===== config.mk =====
export PLATFORM = sky130hd
export DESIGN_NAME = fetch_queue
export DESIGN_NICKNAME = d
export VERILOG_FILES = /design/src/rtl/fetch_queue_pkg.sv /design/src/rtl/fetch_queue_inst_queue.sv /design/src/rtl/fetch_queue.sv
export SDC_FILE = /design/constraint.sdc
export NUM_CORES = 1
export LEC_CHECK = 0
export ABC_AREA = 1
export BUFFER_PORTS_ARGS = -buffer_cell sky130_fd_sc_hd__buf_2
export CORE_MARGIN = 1.5
export CORE_UTILIZATION = 50
export DETAILED_ROUTE_END_ITERATION = 7
export PLACE_DENSITY = 0.7
export RECOVER_POWER = 25
export SLEW_MARGIN = 20
export SYNTH_ARGS = -nofsm -noshare
export SYNTH_HDL_FRONTEND = slang
export SYNTH_SLANG_ARGS = --single-unit

===== constraint.sdc =====
create_clock -name clk -period 5.91 [get_ports clk]
set_input_delay 0.591 -clock clk [delete_from_list [all_inputs] [get_ports clk]]
set_output_delay 0.591 -clock clk [all_outputs]
set_load 0.02 [all_outputs]

===== src/rtl/fetch_queue_pkg.sv =====
// Shared types and defaults for the instruction fetch stage: FSM encoding,
// queue entry layout and the default sizing parameters.
package fetch_queue_pkg;

  localparam int          INST_W        = 32;
  localparam int          QDEPTH_DEF    = 4;
  localparam int          MAX_OUTST_DEF = 2;
  localparam logic [31:0] RESET_PC_DEF  = 32'h0000_0000;

  typedef enum logic [1:0] {
    FETCH_BOOT  = 2'd0,
    FETCH_RUN   = 2'd1,
    FETCH_DRAIN = 2'd2
  } fetch_state_e;

  typedef struct packed {
    logic [31:0]       pc;
    logic [INST_W-1:0] inst;
  } fq_entry_t;

  function automatic logic [31:0] word_align(input logic [31:0] addr);
    return {addr[31:2], 2'b00};
  endfunction

endpackage


===== src/rtl/fetch_queue_inst_queue.sv =====
// Synchronous FIFO of {pc, inst} entries. Flush wins over push and pop;
// push while full is accepted only together with a pop.
module fetch_queue_inst_queue
  import fetch_queue_pkg::*;
#(
  parameter int DEPTH = QDEPTH_DEF,
  localparam int PTR_W = $clog2(DEPTH),
  localparam int CNT_W = $clog2(DEPTH + 1)
) (
  input  logic             clk,
  input  logic             rst,
  input  logic             push,
  input  logic             pop,
  input  logic             flush,
  input  fq_entry_t        wdata,
  output fq_entry_t        rdata,
  output logic             full,
  output logic             empty,
  output logic [CNT_W-1:0] count
);

  fq_entry_t        mem_q [DEPTH];
  logic [PTR_W-1:0] wr_ptr_q, wr_ptr_d;
  logic [PTR_W-1:0] rd_ptr_q, rd_ptr_d;
  logic [CNT_W-1:0] count_q, count_d;
  logic             do_push, do_pop;

  assign full  = (count_q == CNT_W'(DEPTH));
  assign empty = (count_q == '0);
  assign count = count_q;
  assign rdata = empty ? '0 : mem_q[rd_ptr_q];

  // NOTE: every signal assigned in always_comb gets a default first so no latch is inferred.
  always_comb begin
    do_push  = push & (~full | pop);
    do_pop   = pop & ~empty;
    wr_ptr_d = wr_ptr_q;
    rd_ptr_d = rd_ptr_q;
    count_d  = count_q;
    if (flush) begin
      wr_ptr_d = '0;
      rd_ptr_d = '0;
      count_d  = '0;
    end else begin
      if (do_push) wr_ptr_d = wr_ptr_q + PTR_W'(1);
      if (do_pop)  rd_ptr_d = rd_ptr_q + PTR_W'(1);
      count_d = count_q + CNT_W'(do_push) - CNT_W'(do_pop);
    end
  end

  // NOTE: sequential state uses non-blocking assignments so every flop samples pre-edge values.
  always_ff @(posedge clk) begin
    if (rst) begin
      wr_ptr_q <= '0;
      rd_ptr_q <= '0;
      count_q  <= '0;
    end else begin
      wr_ptr_q <= wr_ptr_d;
      rd_ptr_q <= rd_ptr_d;
      count_q  <= count_d;
    end
  end

  // NOTE: storage is not reset; rdata is forced to zero while empty so stale contents never leak.
  always_ff @(posedge clk) begin
    if (do_push && !flush) mem_q[wr_ptr_q] <= wdata;
  end

endmodule


===== src/rtl/fetch_queue.sv =====
// Fetch stage: owns the fetch PC, issues in-order memory requests under a
// credit rule, buffers returned words and drops stale ones after a redirect.
module fetch_queue
  import fetch_queue_pkg::*;
#(
  parameter logic [31:0] RESET_PC  = RESET_PC_DEF,
  parameter int          QDEPTH    = QDEPTH_DEF,
  parameter int          MAX_OUTST = MAX_OUTST_DEF
) (
  input  logic              clk,
  input  logic              rst,
  output logic              imem_req,
  output logic [31:0]       imem_addr,
  input  logic              imem_gnt,
  input  logic              imem_rvalid,
  input  logic [INST_W-1:0] imem_rdata,
  input  logic              redirect_valid,
  input  logic [31:0]       redirect_pc,
  output logic              fd_valid,
  input  logic              fd_ready,
  output logic [INST_W-1:0] fd_inst,
  output logic [31:0]       fd_pc
);

  localparam int OW = $clog2(MAX_OUTST + 1);
  localparam int CW = $clog2(QDEPTH + 1);

  fetch_state_e state_q, state_d;
  logic [31:0]  fetch_pc_q, fetch_pc_d;
  logic [31:0]  resp_pc_q, resp_pc_d;
  logic [OW-1:0] outst_q, outst_d;
  logic [OW-1:0] drop_cnt_q, drop_cnt_d;

  logic          grant, keep, q_push, q_pop, q_flush, q_full, q_empty;
  logic [CW-1:0] q_count;
  fq_entry_t     q_wdata, q_rdata;

  fetch_queue_inst_queue #(.DEPTH(QDEPTH)) u_queue (
    .clk   (clk),
    .rst   (rst),
    .push  (q_push),
    .pop   (q_pop),
    .flush (q_flush),
    .wdata (q_wdata),
    .rdata (q_rdata),
    .full  (q_full),
    .empty (q_empty),
    .count (q_count)
  );

  assign imem_addr = fetch_pc_q;
  assign fd_valid  = ~q_empty;
  assign fd_pc     = q_rdata.pc;
  assign fd_inst   = q_rdata.inst;

  always_comb begin
    // Credit rule: queued plus in-flight words never exceed the queue depth.
    imem_req = (state_q != FETCH_BOOT) && !redirect_valid
            && (int'(outst_q) < MAX_OUTST) && !q_full
            && ((int'(q_count) + int'(outst_q)) < QDEPTH);
    grant    = imem_req & imem_gnt;
    keep     = imem_rvalid && (drop_cnt_q == '0) && !redirect_valid;

    q_push   = keep;
    q_pop    = fd_valid & fd_ready & ~redirect_valid;
    q_flush  = redirect_valid;
    q_wdata  = '{pc: resp_pc_q, inst: imem_rdata};

    outst_d    = outst_q + OW'(grant) - OW'(imem_rvalid);
    fetch_pc_d = grant ? fetch_pc_q + 32'd4 : fetch_pc_q;
    resp_pc_d  = keep  ? resp_pc_q  + 32'd4 : resp_pc_q;
    drop_cnt_d = (imem_rvalid && drop_cnt_q != '0) ? drop_cnt_q - OW'(1) : drop_cnt_q;

    // No grant is possible in a redirect cycle, so outst_d already counts every stale request.
    if (redirect_valid) begin
      fetch_pc_d = word_align(redirect_pc);
      resp_pc_d  = word_align(redirect_pc);
      drop_cnt_d = outst_d;
    end

    if (state_q == FETCH_BOOT) state_d = FETCH_RUN;
    else                       state_d = (drop_cnt_d != '0) ? FETCH_DRAIN : FETCH_RUN;
  end

  always_ff @(posedge clk) begin
    if (rst) begin
      state_q    <= FETCH_BOOT;
      fetch_pc_q <= RESET_PC;
      resp_pc_q  <= RESET_PC;
      outst_q    <= '0;
      drop_cnt_q <= '0;
    end else begin
      state_q    <= state_d;
      fetch_pc_q <= fetch_pc_d;
      resp_pc_q  <= resp_pc_d;
      outst_q    <= outst_d;
      drop_cnt_q <= drop_cnt_d;
    end
  end

endmodule


==> results of run 1 <==
[final cells by class]
type,count,share of cell area
well taps,384,0.02890
flip-flops and latches,323,0.5386
repair buffers,173,0.05148
multi-input cells,1056,0.2922
clock inverters,16,0.007527
clock buffers,46,0.05765
inverters,103,0.02363
[per-stage QoR]
step           cells  worst slack [ns]  hold slack [ns]  area, µm²
6_report        2101             2.302           0.3361      16620
5_1_grt         2101             2.055           0.3228      16620
4_1_cts         2101             2.220           0.2783      16660
3_5_place_dp    2039             2.201           0.4515      15580
3_3_place_gp    2039             2.241           0.4491      15580
2_1_floorplan   1553             1.575           0.4358      14500
[flip-flops by register name, indices dropped and copies added, names as in the netlist, named ones only]
signal,cells
u_queue.wr_ptr_q,2
imem_addr,30
state_q,2
u_queue.mem_q,248
outst_q,2
u_queue.count,3
resp_pc_q,30
u_queue.rd_ptr_q,2
drop_cnt_q,2
[layout by cell type, fill, tap and decap left out, types with 5 or more instances in the layout]
cell,Yosys,routed
nor3_1,6,6
o21ai_0,155,155
a21oi_1,109,109
clkbuf_1,47,40
ha_1,12,12
nor2_2,10,10
edfxtp_1,248,248
nand2_1,258,258
xnor2_1,8,8
nor2_4,2,6
and2_1,5,5
buf_2,14,129
buf_4,5,12
inv_1,97,97
nand4_1,9,9
clkinv_1,1,5
clkbuf_16,0,36
nand3_1,57,57
a31oi_1,13,13
xor2_1,18,18
dfxtp_1,75,73
nand3b_1,7,7
nor2_1,371,367
clkinv_2,1,6
[final timing paths]
kind                        from                   end  slack [ns]
max                     register             fd_pc[11]        2.30
min                imem_rdata[8]   u_queue.mem_q[2][8]        0.34
max reg2reg        drop_cnt_q[0]  u_queue.mem_q[3][43]        2.65
min reg2reg  u_queue.rd_ptr_q[1]              register        0.46
[worst register-to-register path: stages (launching register included)]
cell and delay [ns]:
dfxtp_1 0.29, inv_1 0.08, ha_1 0.17, nand2_1 0.14, nor2_1 0.12, buf_4 0.31, nand2_1 0.37, nor2_4 0.76
buf_4 0.66
[cells by family (layout without fill, tap and decap cells)]
group / after synthesis / in the layout
simple gates: 732 / 732
flops: 323 / 323
compound gates: 281 / 281
buf+inv: 174 / 338
xor+xnor: 26 / 26
fa+ha+maj: 13 / 13
other cells: 1 / 4
[routing by layer]
layer	up-vias	GRT usage	wire length, µm
met5	-	0	0
met4	0	0.08370	953
met3	64	0.03882	2306
met2	411	0.3705	16180
met1	5250	0.3116	15070
li1	5461	-	-
[synth_stat cells (all sizes together), types with 2 or more instances]
master | n | area (µm²)
nor2 | 383 | 1478
nand2 | 262 | 1012
edfxtp | 248 | 7447
o21ai | 155 | 775.7
a21oi | 111 | 563.0
inv | 101 | 384.1
dfxtp | 75 | 1501
nand3 | 58 | 295.3
clkbuf | 47 | 176.4
buf | 24 | 156.4
xor2 | 18 | 157.7
a31oi | 13 | 81.33
ha | 12 | 150.1
nand4 | 9 | 56.30
xnor2 | 8 | 70.07
nand3b | 7 | 52.55
nor3 | 7 | 46.30
and2 | 5 | 31.28
clkinv | 2 | 8.750
[power by group]
part,leakage (nW),internal (mW),switching (mW)
clock network,0.519,1.19,0.866
registers,2.89,2.53,0.0725
logic,2.95,0.134,0.304
==> metrics.yaml, run 1 <==
status: "complete, no violations"
hold_path_depth: 1
cpPeakStageDelay_ns: 0.68
multi_input_area_um2: 4857
final_layout_size_suffix_gt1_frac: 0.1299
fmax_mhz: 277.2
syn_area_um2: 14490
antenna_found_initial: 0
cts_buffers: 35
ys_seq_area_frac: 0.6176
nets: 1775
vias: 11190
synth_seq_cells: 323
slew_headroom: 0.2851
cts.sinks: 323
wl_per_cell_um: 16.43
finalCritPeriodShare: 0.6104
synth_edf_count: 248
num_rows: 62
drc_errors: 0
initial_utilization: 0.5062
setup_viol: 0
clock_latency_ns: 0.52
first_pass_iters: 5
dp_hpwl_um: 20980
synth_top_family_by_area: "simple AND/OR/NAND/NOR gates"
p_total_mw: 5.103
holdBufCountCts: 0
path_delay_family: "buffers and inverters"
h-tree-depth: 2
reg2reg_depth: 8
finalCriticalPeriod_ns: 3.608
setup_tns_ns: 0
fin_skew_ns: 0.02058
synthAdderAreaFrac: 0.01174
die_area_um2: 30010
synth_compound_area_frac: 0.09913
power.density_nw_per_um2: 307.0
ant_nets: 0
grt_max_degree: 79
synthSimpleGateAreaFrac: 0.2055
yosysWarningCount: 0
muxShareOfSynthArea: 0
crit_type: "reg -> out"
cap_violations: 0
n_antenna_cell: 0
synth_cells: 1550
arrival_ns: 3.02
cts_buffer_depth: 3
timing.critical_path.slowest_stage_cell: "buf_4"
drt_iter0_drc: 973
cp.depth: 5
tightest_slew_ns: 1.070
dieHeight_um: 173.2
crit_fanout: 75
grt_pass1_wl_um: 54500
fillCellCount: 2427
irDropWorstVdd_mv: 0.2075
min_path_type: "in -> reg"
root_buffer: "clkbuf_16"
cp-end-kind: "output pin"
async_reset_ff_frac: 0
grt_util_all_layers: 0.2286
seq_area_um2: 8954
power.leakage_nw: 6.362
rsz0062_at_grt: "no"
cts_setup_buffers: 0
cts_resized: 0
ys.flop_type: "edfxtp_1"
crit_buf_inv: 3
synth_cell_type_count: 38
coreArea_um2: 28630
viasPerCell: 5.324
die-width_um: 173.2
ioPinCount: 168
cts_tree: "built"
gp_congestion: 0.9120
clkTransAtPathRegs_ns: 0.06
crit_chain: "inv_2 > buf_4 > o21ai_0 > a21oi_1 > buf_2"
grt_overflow: 0
port_buffers: 161
drt-total-wl_um: 34510
syn2layout_area_growth_pct: 14.72
hold_viol_final: 0
grt_pass1_vias: 10690
synthXorXnorAreaFrac: 0.01572
required_ns: 5.32
cp-start-kind: "register"
postLayoutCoreUtil: 0.5807
syn-mean-instance-area_um2: 9.348
finalMaxSlewViolations: 0
(Power assumes the default switching activity.)
==> inputs of run 2 (changes only) <==
--- a/config.mk
+++ b/config.mk
@@ -10,7 +10,7 @@
 export CORE_MARGIN = 1.5
 export CORE_UTILIZATION = 50
 export DETAILED_ROUTE_END_ITERATION = 7
-export PLACE_DENSITY = 0.7
+export PLACE_DENSITY = 0.73
 export RECOVER_POWER = 25
 export SLEW_MARGIN = 20
 export SYNTH_ARGS = -nofsm -noshare
==> constraint.sdc (replaced) <==
create_clock -name clk -period 3.3 [get_ports clk]
set_input_delay 0.33 -clock clk [delete_from_list [all_inputs] [get_ports clk]]
set_output_delay 0.33 -clock clk [all_outputs]
set_load 0.02 [all_outputs]
==> run 2 against run 1 <==
Combinational power is 81% higher. Core utilization is 0.28 points higher. Clock power is 73% higher. Routed wire length is 0.60% higher. Global-route usage is 0.36 points higher. Clock-buffer cell count is 1 lower. Worst setup slack worse by 1.7 ns.
==> metrics.yaml, run 2 (synthesis results as in run 1) <==
place_ws_ns: 0.8460  # -1.355 ns
seq_area_um2: 8954  # unchanged
drt-total-wl_um: 34720  # +0.60%
num_rows: 62  # unchanged
drt_iter0_drc: 923  # -5.1%
hold_viol_final: 0  # unchanged
arrival_ns: 2.34  # -0.68 ns
cts_buffer_depth: 3  # unchanged
p_sw_frac: 0.2463  # +0.002713
cts.sinks: 323  # unchanged
cp-end-kind: "output pin"
met1_length_um: 14880  # -1.3%
rsz0062_at_grt: "no"
crit_buf_inv: 3  # unchanged
setup_slack_ns: 0.6278  # -1.675 ns
root_buffer: "clkbuf_16"
clkTransAtPathRegs_ns: 0.06  # about the same
timing.critical_path.slowest_stage_cell: "inv_2"
gp_congestion: 0.9234  # +1.2%
power.leakage_nw: 6.406  # +0.70%
status: "complete, no violations"
nets: 1781  # +0.34%
n_antenna_cell: 0  # unchanged
cap_violations: 0  # unchanged
tightest_slew_ns: 0.8410  # -0.2289 ns
first_pass_iters: 6  # +1
min_path_type: "in -> reg"
crit_type: "reg -> out"
detailroute.wirelength.met3_um: 2567  # +11%
worstHoldEndpoint: "u_queue.mem_q[1][21]"
setup_viol: 0  # unchanged
holdBufCountCts: 0  # unchanged
required_ns: 2.97  # -2.35 ns
initial_utilization: 0.5062  # unchanged
finalMaxSlewViolations: 0  # unchanged
dp_hpwl_um: 21740  # +3.6%
cp.depth: 5  # unchanged
combPwrFrac: 0.088  # +0.002
fillCellCount: 2389  # -1.6%
p_sw_mw: 2.225  # +79%
grt_util_all_layers: 0.2322  # +0.003562
fin_cells: 2107  # +0.29%
top_register: "u_queue.mem_q"
power.density_nw_per_um2: 540.9  # +76%
crit_chain: "inv_2 > buf_12 > o21ai_0 > a21oi_1 > buf_2"
wl_per_cell_um: 16.48  # +0.31%
crit_fanout: 91  # +21%
grt_pass1_wl_um: 55470  # +1.8%
largest_reg_flops: 248  # unchanged
dieHeight_um: 173.2  # unchanged
regToRegStartpoint: "u_queue.count[1]"
viasPerCell: 5.352  # +0.53%
h-tree-depth: 2  # unchanged
path_delay_family: "buffers and inverters"
finalCritPeriodShare: 0.8098
final_common_cell: "nor2_1"
die_area_um2: 30010  # unchanged
drc_errors: 0  # unchanged
cp-start-kind: "register"
irDropWorstVdd_mv: 0.3054  # +47%
vias: 11280  # +0.81%
place_inst: 2046  # +0.34%
route.met2.wl_um: 16500  # +2.0%
coreArea_um2: 28630  # unchanged
grt_max_degree: 92  # +16%
cts_setup_buffers: 0  # unchanged
multi_input_area_um2: 4857  # unchanged
slew_headroom: 0.4394  # +0.1543
p_int_mw: 6.810  # +76%
clock_latency_ns: 0.52  # about the same
worstHoldStart: "imem_rdata[21]"
fmax_mhz: 374.2
seqPwrFrac: 0.516  # +0.005
fin_skew_ns: 0.01679  # -0.003796 ns
grt_pass1_vias: 10750  # +0.56%
ioPinCount: 168  # unchanged
reg2reg_depth: 13  # +5
r2r_slack_ns: 0.84  # -1.81 ns
r2r_end: "state_q[0]"
ant_nets: 0  # unchanged
final_cell_mix: "nor2_1, nand2_1, edfxtp_1"
postLayoutCoreUtil: 0.5835  # +0.002797
cts_tree: "built"
routed.top_layer: "met4"
cts_buffers: 34  # -2.9%
die-width_um: 173.2  # unchanged
cpPeakStageDelay_ns: 0.40  # -0.28 ns
power_frac_clock: 0.396  # -0.007
antenna_found_initial: 0  # unchanged
finalCriticalPeriod_ns: 2.672
final_layout_size_suffix_gt1_frac: 0.1329  # +0.003030
syn2layout_area_growth_pct: 15.27
cts_resized: 0  # unchanged
hold_path_depth: 1  # unchanged
port_buffers: 161  # unchanged
grt_overflow: 0  # unchanged
run 2: cell types whose count changed in the layout (fill, tap and decap cells not counted), sizes merged:
| cell | before | now |
|---|---|---|
| buf | 141 | 148 |
| clkinvlp | 4 | 2 |
| inv | 102 | 104 |
| clkbuf | 78 | 77 |
run 2: area by class of cell:
type | count | share of cell area
Multi-Input combinational cell | 1056 | 0.2908
Clock inverter | 16 | 0.008015
Tap cell | 384 | 0.02876
Clock buffer | 45 | 0.05401
Timing Repair Buffer | 180 | 0.05888
Sequential cell | 323 | 0.5360
Inverter | 103 | 0.02352
run 2: power groups by stage:
stage / Sequential (mW) / Clock (mW) / Combinational [mW]
2_1_floorplan: 4.75 / 0 / 0.510
5_1_grt: 4.68 / 3.78 / 0.890
3_5_place_dp: 4.75 / 0 / 0.797
6_report: 4.67 / 3.57 / 0.795
3_3_place_gp: 4.74 / 0 / 0.779
4_1_cts: 4.66 / 3.62 / 0.803
run 2: stage by stage:
stage                     area, µm²  total power, mW  TNS, ns  hold WS, ns
after floorplan               14500            5.256  -217.96       0.4289
after global placement        15710            5.521        0       0.4449
after detailed placement      15710            5.546        0       0.4530
after CTS                     16740            9.088        0      0.01275
after global routing          16700            9.356        0      0.06895
final                         16700            9.035        0      0.06947
run 2: routing by layer:
metal | vias to the layer above | global-route usage
met3 | 58 | 0.03640
met1 | 5312 | 0.3150
li1 | 5477 | -
met2 | 430 | 0.3878
met4 | 0 | 0.06848
met5 | - | 0
run 2: worst max path at each step:
stage	to	slack (ns)
2_1_floorplan	u_queue.mem_q[0][0]	-0.88
3_3_place_gp	state_q[0]	0.87
3_5_place_dp	u_queue.mem_q[1][28]	0.85
4_1_cts	fd_pc[18]	0.61
5_1_grt	fd_pc[18]	0.50
6_report	fd_pc[18]	0.63
==> inputs of run 3 (changes only) <==
--- a/config.mk
+++ b/config.mk
@@ -10,7 +10,7 @@
 export CORE_MARGIN = 1.5
 export CORE_UTILIZATION = 50
 export DETAILED_ROUTE_END_ITERATION = 7
-export PLACE_DENSITY = 0.73
+export PLACE_DENSITY = 0.7
 export RECOVER_POWER = 25
 export SLEW_MARGIN = 20
 export SYNTH_ARGS = -nofsm -noshare
==> constraint.sdc (replaced) <==
create_clock -name clk -period 2.5 [get_ports clk]
set_input_delay 0.25 -clock clk [delete_from_list [all_inputs] [get_ports clk]]
set_output_delay 0.25 -clock clk [all_outputs]
set_load 0.02 [all_outputs]
==> run 3 against run 2 <==
Clock skew up 0.0043 ns. Critical path depth unchanged. Clock-buffer cell count down 1. Clock power up 33%. Cell area up 3.0%. Sequential cell count unchanged. Critical path type unchanged. Worst hold slack worse by 0.051 ns.
==> metrics.yaml, run 3 (synthesis results as in run 1) <==
top_register: "u_queue.mem_q"
postLayoutCoreUtil: 0.6008  # +0.01727
cts.sinks: 323  # unchanged
rsz0062_at_grt: "no"
required_ns: 2.25  # -0.72 ns
seq_area_um2: 8954  # unchanged
viasPerCell: 5.294  # -1.1%
finalCriticalPeriod_ns: 2.342
crit_buf_inv: 3  # unchanged
power.leakage_nw: 6.612  # +3.2%
grt_util_all_layers: 0.2273  # -0.004806
drt_iter0_drc: 905  # -2.0%
cts_buffers: 34  # unchanged
wl_per_cell_um: 16.07  # -2.4%
tightest_slew_ns: 0.7247  # -0.1162 ns
setup_slack_ns: 0.1582  # -0.4696 ns
die_area_um2: 30010  # unchanged
place_area_um2: 15850  # +0.91%
finalCritPeriodShare: 0.9367
initial_utilization: 0.5062  # unchanged
min_path_type: "in -> reg"
clkTransAtPathRegs_ns: 0.06  # about the same
drt-total-wl_um: 34530  # -0.55%
fmax_mhz: 427.0
coreArea_um2: 28630  # unchanged
power.density_nw_per_um2: 698.6  # +29%
h-tree-depth: 2  # unchanged
cp-start-kind: "register"
vias: 11370  # +0.84%
fillCellCount: 2351  # -1.6%
final_common_cell: "nor2_1"
ant_nets: 0  # unchanged
irDropWorstVdd_mv: 0.4136  # +35%
crit_type: "reg -> out"
path_delay_family: "buffers and inverters"
dieHeight_um: 173.2  # unchanged
drc_errors: 0  # unchanged
syn2layout_area_growth_pct: 18.69
hold_viol_final: 0  # unchanged
n_antenna_cell: 0  # unchanged
slew_headroom: 0.5151  # +0.07571
place_ws_ns: 0.2554  # -0.5906 ns
cap_violations: 0  # unchanged
status: "complete, no violations"
cp-end-kind: "output pin"
final_cell_mix: "nor2_1, nand2_1, edfxtp_1"
num_rows: 62  # unchanged
largest_reg_flops: 248  # unchanged
grt_pass1_vias: 10590  # -1.5%
gp_congestion: 0.9061  # -1.9%
cts_buffer_depth: 3  # unchanged
timing.critical_path.slowest_stage_cell: "inv_2"
arrival_ns: 2.09  # -0.25 ns
crit_chain: "inv_2 > buf_4 > o21ai_0 > a21oi_1 > buf_2"
cts_tree: "built"
multi_input_area_um2: 4862  # +0.10%
first_pass_iters: 7  # +1
cts_setup_buffers: 0  # unchanged
dp_hpwl_um: 21540  # -0.91%
crit_fanout: 27  # -70%
grt_overflow: 0  # unchanged
final_layout_size_suffix_gt1_frac: 0.1349  # +0.002013
antenna_found_initial: 0  # unchanged
nets: 1823  # +2.4%
setup_viol: 0  # unchanged
grt_max_degree: 64  # -30%
clock_latency_ns: 0.51  # about the same
stdcell_area_um2: 17200  # +3.0%
setup_tns_ns: 0  # unchanged
cpPeakStageDelay_ns: 0.39  # about the same
root_buffer: "clkbuf_16"
finalMaxSlewViolations: 0  # unchanged
fin_skew_ns: 0.02106  # +0.004271 ns
port_buffers: 161  # unchanged
grt_pass1_wl_um: 54370  # -2.0%
ioPinCount: 168  # unchanged
die-width_um: 173.2  # unchanged
## run 3: cell types whose count changed in the layout (fill, tap and decap cells not counted), moves of 3 or more
cell,change
dlygate4sd3_1,+32
clkinv_1,+4
buf_12,+5
inv_6,-3
buf_4,+3
## run 3: cell type report
class | count | share of cell area
Sequential cell | 323 | 0.5206
Multi-Input combinational cell | 1056 | 0.2827
Timing Repair Buffer | 222 | 0.08425
Clock buffer | 44 | 0.05413
Tap cell | 384 | 0.02794
Inverter | 103 | 0.02284
Clock inverter | 16 | 0.007494
## run 3: tightest hold or removal path, stage by stage
cell     delay (ns)
buf_2          0.11
nand3_1        0.07
nand2_1        0.06
## run 3: final timing paths
check	from	endpoint	slack, ns	depth (start not counted)
max	register	fd_pc[10]	0.16	5
min	redirect_pc[21]	resp_pc_q[21]	0.02	3
min reg2reg	u_queue.rd_ptr_q[1]	register	0.46	2
max reg2reg	outst_q[1]	state_q[0]	0.27	13
## run 3: repair_timing
action,CTS,global route
hold buffers,32,0
setup endpoints to repair,0,25
endpoints found under the hold margin,128,0
resized for setup,0,2
## run 3: routing by layer
layer  GRT usage  share of wire
met3     0.03487          0.064
met1      0.3087           0.44
met2      0.3774           0.47
met4     0.07355          0.024
met5           0              0
## run 3: report_power, final
part | switching (mW) | internal (mW)
combinational | 0.742 | 0.374
sequential | 0.169 | 5.99
clock | 1.99 | 2.75
total | 2.90 | 9.11
## run 3: stage by stage
stage               hold WS, ns  cells  power (mW)
floorplan                0.3489   1553       6.939
global placement         0.4413   2056       7.308
detailed placement       0.4522   2056       7.339
CTS                    0.001857   2148       12.10
global route            0.02154   2148       12.44
finish                  0.01828   2148       12.01
